[src/rtl/debounce_pkg.sv]
// Shared constants and sizing helpers for the debounce bank.
package debounce_pkg;

    localparam int unsigned SYNC_STAGES = 2;

    // Counter width for a range of n values, never narrower than one bit.
    function automatic int unsigned cnt_width(input int unsigned n);
        int unsigned w;
        w = $clog2(n);
        return (w < 1) ? 1 : w;
    endfunction

endpackage

[src/rtl/debounce_ch.sv]
// One debounce channel: synchroniser, stability counter, edge pulses and long-press detect.
module debounce_ch
    import debounce_pkg::*;
#(
    parameter int unsigned DEBOUNCE_CYCLES = 50000,
    parameter int unsigned LONG_CYCLES     = 0,
    parameter bit          ACTIVE_LOW      = 1'b1
) (
    input  logic clk,
    input  logic rst_n,
    input  logic tick_i,
    input  logic btn_i,
    output logic btn_o,
    output logic press_pulse_o,
    output logic release_pulse_o,
    output logic long_pulse_o
);

    localparam int unsigned CW = cnt_width(DEBOUNCE_CYCLES);

    logic [SYNC_STAGES-1:0] sync_q, sync_d;
    logic [CW-1:0]          cnt_q, cnt_d;
    logic                   stable_q, stable_d;
    logic                   press_q, press_d;
    logic                   release_q, release_d;
    logic                   sync_lvl;
    logic                   flip;

    assign sync_lvl = sync_q[SYNC_STAGES-1];

    // Stable level flips only after DEBOUNCE_CYCLES consecutive disagreeing ticks.
    always_comb begin
        sync_d    = {sync_q[SYNC_STAGES-2:0], btn_i ^ ACTIVE_LOW};
        cnt_d     = cnt_q;
        stable_d  = stable_q;
        flip      = 1'b0;
        if (sync_lvl == stable_q) begin
            cnt_d = '0;
        end else if (tick_i) begin
            if (cnt_q == CW'(DEBOUNCE_CYCLES - 1)) begin
                stable_d = sync_lvl;
                cnt_d    = '0;
                flip     = 1'b1;
            end else begin
                cnt_d = cnt_q + CW'(1);
            end
        end
        press_d   = flip & sync_lvl;
        release_d = flip & ~sync_lvl;
    end

    always_ff @(posedge clk or negedge rst_n) begin
        if (!rst_n) begin
            sync_q    <= '0;
            cnt_q     <= '0;
            stable_q  <= 1'b0;
            press_q   <= 1'b0;
            release_q <= 1'b0;
        end else begin
            sync_q    <= sync_d;
            cnt_q     <= cnt_d;
            stable_q  <= stable_d;
            press_q   <= press_d;
            release_q <= release_d;
        end
    end

    assign btn_o           = stable_q;
    assign press_pulse_o   = press_q;
    assign release_pulse_o = release_q;

    if (LONG_CYCLES > 0) begin : g_long
        localparam int unsigned HW = cnt_width(LONG_CYCLES + 1);

        logic [HW-1:0] hold_q, hold_d;
        logic          sat_q;
        logic          long_q, long_d;

        // sat_q lags the saturated hold count so the pulse fires once per press.
        always_comb begin
            hold_d = hold_q;
            if (!stable_q) begin
                hold_d = '0;
            end else if (tick_i && (hold_q != HW'(LONG_CYCLES))) begin
                hold_d = hold_q + HW'(1);
            end
            long_d = (hold_q == HW'(LONG_CYCLES)) && !sat_q;
        end

        always_ff @(posedge clk or negedge rst_n) begin
            if (!rst_n) begin
                hold_q <= '0;
                sat_q  <= 1'b0;
                long_q <= 1'b0;
            end else begin
                hold_q <= hold_d;
                sat_q  <= (hold_q == HW'(LONG_CYCLES));
                long_q <= long_d;
            end
        end

        assign long_pulse_o = long_q;
    end else begin : g_no_long
        assign long_pulse_o = 1'b0;
    end

endmodule

[src/rtl/debounce_bank.sv]
// Bank of independent debounce channels sharing one tick enable.
module debounce_bank
    import debounce_pkg::*;
#(
    parameter int unsigned N_CH            = 4,
    parameter int unsigned DEBOUNCE_CYCLES = 50000,
    parameter int unsigned LONG_CYCLES     = 0,
    parameter bit          ACTIVE_LOW      = 1'b1
) (
    input  logic            clk,
    input  logic            rst_n,
    input  logic            tick,
    input  logic [N_CH-1:0] btn_in,
    output logic [N_CH-1:0] btn_out,
    output logic [N_CH-1:0] press_pulse,
    output logic [N_CH-1:0] release_pulse,
    output logic [N_CH-1:0] long_pulse
);

    for (genvar i = 0; i < N_CH; i++) begin : g_ch
        debounce_ch #(
            .DEBOUNCE_CYCLES (DEBOUNCE_CYCLES),
            .LONG_CYCLES     (LONG_CYCLES),
            .ACTIVE_LOW      (ACTIVE_LOW)
        ) u_ch (
            .clk             (clk),
            .rst_n           (rst_n),
            .tick_i          (tick),
            .btn_i           (btn_in[i]),
            .btn_o           (btn_out[i]),
            .press_pulse_o   (press_pulse[i]),
            .release_pulse_o (release_pulse[i]),
            .long_pulse_o    (long_pulse[i])
        );
    end

endmodule

[config.mk]
export PLATFORM = sky130hd
export DESIGN_NAME = debounce_bank
export DESIGN_NICKNAME = d
export VERILOG_FILES = /design/src/rtl/debounce_pkg.sv /design/src/rtl/debounce_ch.sv /design/src/rtl/debounce_bank.sv
export SDC_FILE = /design/constraint.sdc
export NUM_CORES = 1
export LEC_CHECK = 0
export ABC_AREA = 0
export CAP_MARGIN = 15
export CORE_MARGIN = 2
export CORE_UTILIZATION = 50
export CTS_BUF_LIST = sky130_fd_sc_hd__clkbuf_4
export DETAILED_ROUTE_END_ITERATION = 8
export PLACE_DENSITY = 0.68
export SYNTH_ARGS = -nofsm -noshare
export SYNTH_HDL_FRONTEND = slang
export SYNTH_SLANG_ARGS = --single-unit
[constraint.sdc]
create_clock -name clk -period 3.1 [get_ports clk]
set_input_delay 0.62 -clock clk [delete_from_list [all_inputs] [get_ports clk]]
set_output_delay 0.62 -clock clk [all_outputs]
set_load 0.03 [all_outputs]
Yosys cells after proc, flatten, opt, wreduce, memory -nomap -nowiden
Index checks and enable logic that the tools add are counted.

word-level totals
  register bits after elaboration = 84
  output and inout port bits = 16
  word-level logic and storage cells = 84

cells by class
  $add $sub $neg = 4
  equal/unequal tests = 8
  muxes and demuxes = 24
  bitwise operators = 20
  reduce and logical (&&, ||, !) cells = 8

operators with widths
  cell                     count
  $mux W16                 12
  $add A16 B1 Y16 const B  4
  $eq A16 B16 Y1 const B   4
  $mux W1                  12
  $not A1 Y1               12
  $reduce_and A3 Y1        4
  $and A1 B1 Y1            8
  $reduce_bool A2 Y1       4
  $eq A1 B1 Y1             4

Longest topological paths before layout
  word-level depth = 5
  depth in mapped cells = 7
  mapped depth without buffers = 5

By module
Synthesis repeated with hierarchy kept, for this count alone.

second synthesis, totals
  cell total of the unflattened synthesis = 468
  area total of the unflattened synthesis = 4689.5 um2

modules (own cells, without submodules)
  module       times used  cells each  area an instance (um2)
  debounce_ch  4           117         1172.4

Least setup slack after synthesis
No wires, ideal clock.

  path type = register -> register
  start point = register g_ch[0].u_ch.cnt_q[4]
  end point = register g_ch[0].u_ch.stable_q
  arrival = 1.871 ns
  required time = 2.975 ns
  setup slack = 1.104 ns
  cell stages (with the launch flop) = 6
  cell sequence = dfrtp_1 buf_6 or4b_4 nor4_4 nand4_2 mux2_4

on the way
  word-level cells in the longest chain between the ends = 2

RTL lines
  element                             RTL line           RTL
  from (decl)                         debounce_ch.sv:22  logic [CW-1:0] cnt_q, cnt_d;
  from (signal assigned)              debounce_ch.sv:61  cnt_q <= cnt_d;
  $eq A16 B16 Y1                      debounce_ch.sv:40  if (cnt_q == CW'(DEBOUNCE_CYCLES - 1)) begin
  $reduce_and A3 Y1 (no source line)  -
  to (signal assigned)                debounce_ch.sv:62  stable_q <= stable_d;
  to (decl)                           debounce_ch.sv:23  logic stable_q, stable_d;

No other way between the ends.
A chain may end at the register's enable or synchronous reset.

Worst setup path in the final report
Same ends and word-level chain as after synthesis.

==> summary.txt <==
Power and ir drop
  – Psw: around 460 uW
  – Leak Pwr: between 0.002 and 0.0025 uW
  – Power share of the combinational group: between 6 and 7%
  – Sw Ratio: 25.98%
  – Peak VDD IR: 0.2093 mV
  – Clock network fraction of total power: a little under a third
  – PwrDens: roughly 350 nW/um^2
  – Int Power: 1319 uW
  – Sequential power share: between 60% and 70%

Job
  – Total of max-cap violations: 0

Placement
  – # port buffers: 18
  – DP Worst Slack: 0.5722 ns
  – Placed instance area: around 4900 um^2
  – GPL Wtd Cong: 0.8599
  – Final HPWL DP: a little under 7000 um

Setup path
  – R2R setup slack: 0.72 ns
  – Arrival time at the worst endpoint: about 2.7 ns
  – Critical path class: register to register
  – CP delay by family, top: simple AND/OR/NAND/NOR gates
  – Worst setup EP type: register
  – Worst Setup Start Kind: register
  – Crit path cell chain: or4b_4 -> nor4_4 -> buf_4 -> nand4_2 -> mux2_4
  – Slowest stage delay, CP: around 0.56 ns
  – Buf+Inv Stages, Crit Path: 1
  – CP max stage cell: or4b_4
  – Crit path max fanout: 9
  – Critical Path RT: around 3.4 ns

GRT
  – GR Util met1: a little under a third
  – Grt ovf: 0
  – First-pass GRT wire length: between 15000 and 20000 um
  – Global route hottest layer: met2
  – Initial antenna violation count: 0
  – Gr usage total: between 20% and 30%
  – Largest net degree at the start of global routing: 85
  – Met3 Use GR: approximately 3.1%
  – M2 GR Usage: 32.79%
  – Vias in the first global route: 3595

Logic synthesis
  – Synth Warn #: 0
  – Area share of the largest cell type after synthesis: about 44%
  – Synth area leader: dfrtp_1
  – Synthesized instance count: roughly 500
  – Post-synth EDFFs: 0
  – Most frequent cell after synthesis: dfrtp_1
  – Async set-reset flop share out of synthesis: 100.0%
  – Synth cell count leaders: dfrtp_1, nand2_1, a31oi_1
  – Synth top area cells: dfrtp_1, a31oi_1, nand2_1
  – Mean post-synth cell area: 9.481 um^2
  – Most used DFF post-synth: dfrtp_1
  – Synthesized cell area: around 4800 um^2
  – Yosys reg bits: 84
  – Synth unique cells: between 60 and 70
  – Register area share after synthesis: 44.16%

Clock network
  – Hold_buf cts: 0
  – CTS buffer count: 9
  – H-tree Lvls: 3
  – Post-CTS Resized: 0
  – Clock latency on the worst-skew pair: between 0.4 and 0.5 ns
  – Root Driver: clkbuf_4
  – Clk slew on worst S/H paths: approximately 0.13 ns
  – Clock Tree Buf Depth: 2
  – CTS tree: done
  – Postcts setup bufs: 0
  – Clk sink count: 84

Floorplan
  – Width of the chip: 101.6 um
  – Area of the die: slightly above 10000 um^2
  – Die Y: between 100 and 150 um
  – IO Count: 23
  – CORE AREA: a little over 9000 um^2
  – Row cnt: 35
  – Initial Util: 51.51%

Cells and area
  – Layout cells sized above 1: around 8.5%
  – Nets: about 510
  – Post-route cell area: approximately 5000 um^2
  – N_diodes: 0
  – Syn-to-layout area delta: 5.783%

STA
  – Final period util: between 70% and 80%
  – Final Hold Fails: 0
  – Min cycle time layout: about 2.4 ns
  – Slew HR: between 50% and 60%
  – RSZ-0062 raised after global routing: no
  – Fmax: approximately 0.42 GHz
  – Worst Clk Skew: approximately 0.023 ns
  – Slew Viols, Final: 0
  – Fin Setup TNS: 0 ns
  – Slew @ Worst Pin: 0.6117 ns
  – Final worst slack: about 0.72 ns
  – Setup Viol. Count Final: 0

Drt
  – Drt wl/cell: between 15 and 20 um
  – Final WL: ~10000 um
  – Routed vias: between 3000 and 4000
  – Pre-antenna DRT Iters: 6
  – Drt initial violations: between 150 and 200
  – Drc violations: 0
  – Routed vias/inst: 6.189
  – Post-route ant nets: 0

Min path
  – Worst Hold Class: input pin to async pin

Status
  – Status: complete, no violations
==> layout by cell type, fill, tap and decap left out, drive strengths merged, types with 8 or more instances in the layout <==
cell type       n
dfrtp          84
nand2          41
a31oi          33
nand3          30
nor2           24
inv            22
nand4          21
clkdlybuf4s50  17
nor4           16
and3           12
o21ai          12
or4            11
clkbuf         11
buf            11
nor3           10
and2           10
a21o            9
a21oi           9
nand3b          8
a221oi          8
==> routing by layer <==
layer	routed length, um	share of wire, %
met5	0	0
met4	123	1.2
met3	453	4.5
met2	4672	46
met1	4914	48
==> worst reg2reg max path, cell delays in order, from the launching register on <==
cell     delay (ns)
dfrtp_1        0.50
or4b_4         0.57
nor4_4         0.48
buf_4          0.26
nand4_2        0.14
mux2_4         0.33
==> cell families after synthesis <==
| logic type | count (synthesis) | share of synthesized area [%] |
|---|---|---|
| AND/OR/NAND/NOR | 217 | 26.29 |
| AO/OA/AOI/OAI | 119 | 18.32 |
| flip-flops | 84 | 44.16 |
| buffers and inverters | 64 | 7.413 |
| XOR/XNOR | 9 | 1.656 |
| adder cells (fa/ha/maj) | 4 | 1.052 |
| multiplexers | 4 | 1.025 |
| other | 1 | 0.07879 |
==> area by class of cell <==
| type | instances | area, um^2 |
|---|---|---|
| Timing Repair Buffer | 28 | 272.8 |
| Inverter | 22 | 82.58 |
| Clock buffer | 11 | 82.58 |
| Tap cell | 129 | 161.4 |
| Multi-Input combinational cell | 357 | 2316 |
| Clock inverter | 4 | 17.52 |
| Sequential cell | 84 | 2102 |
| Fill cell | 834 | 4205 |
==> power by group through the flow <==
stage          logic (uW)  clock network (uW)  registers [uW]
3_5_place_dp          118                   0            1150
2_1_floorplan        75.1                   0            1140
4_1_cts               118                 553            1130
6_report              120                 536            1130
5_1_grt               136                 593            1130
3_3_place_gp          115                   0            1150
==> sequential cells by signal, indices dropped and copies added, names as in the netlist <==
signal	count
g_ch.u_ch.sync_q	8
g_ch.u_ch.btn_o	4
g_ch.u_ch.press_pulse_o	4
g_ch.u_ch.release_pulse_o	4
g_ch.u_ch.cnt_q	64
==> stage by stage <==
step / util [%] / hold slack [ns] / power, uW / cells
global route: 54.49 / 0.02463 / 1858 / 635
CTS: 54.19 / 0.3624 / 1796 / 634
floorplan: - / 0.3244 / 1218 / 505
global placement: 53.11 / 0.3341 / 1261 / 619
finish: 54.49 / 0.03412 / 1782 / 635
detailed placement: 53.11 / 0.3355 / 1265 / 619
==> final timing paths <==
path                                        start                      endpoint  depth (start not counted)
max in group asynchronous                   rst_n  g_ch[1].u_ch.release_pulse_o                          2
min in group clk           g_ch[1].u_ch.sync_q[0]        g_ch[1].u_ch.sync_q[1]                          0
max reg2reg                 g_ch[0].u_ch.cnt_q[4]            g_ch[0].u_ch.btn_o                          5
min reg2reg                g_ch[1].u_ch.sync_q[0]        g_ch[1].u_ch.sync_q[1]                          0
min                                         rst_n         g_ch[2].u_ch.cnt_q[8]                          1
max                         g_ch[0].u_ch.cnt_q[4]            g_ch[0].u_ch.btn_o                          5
Power figures use the tool's default switching activity.
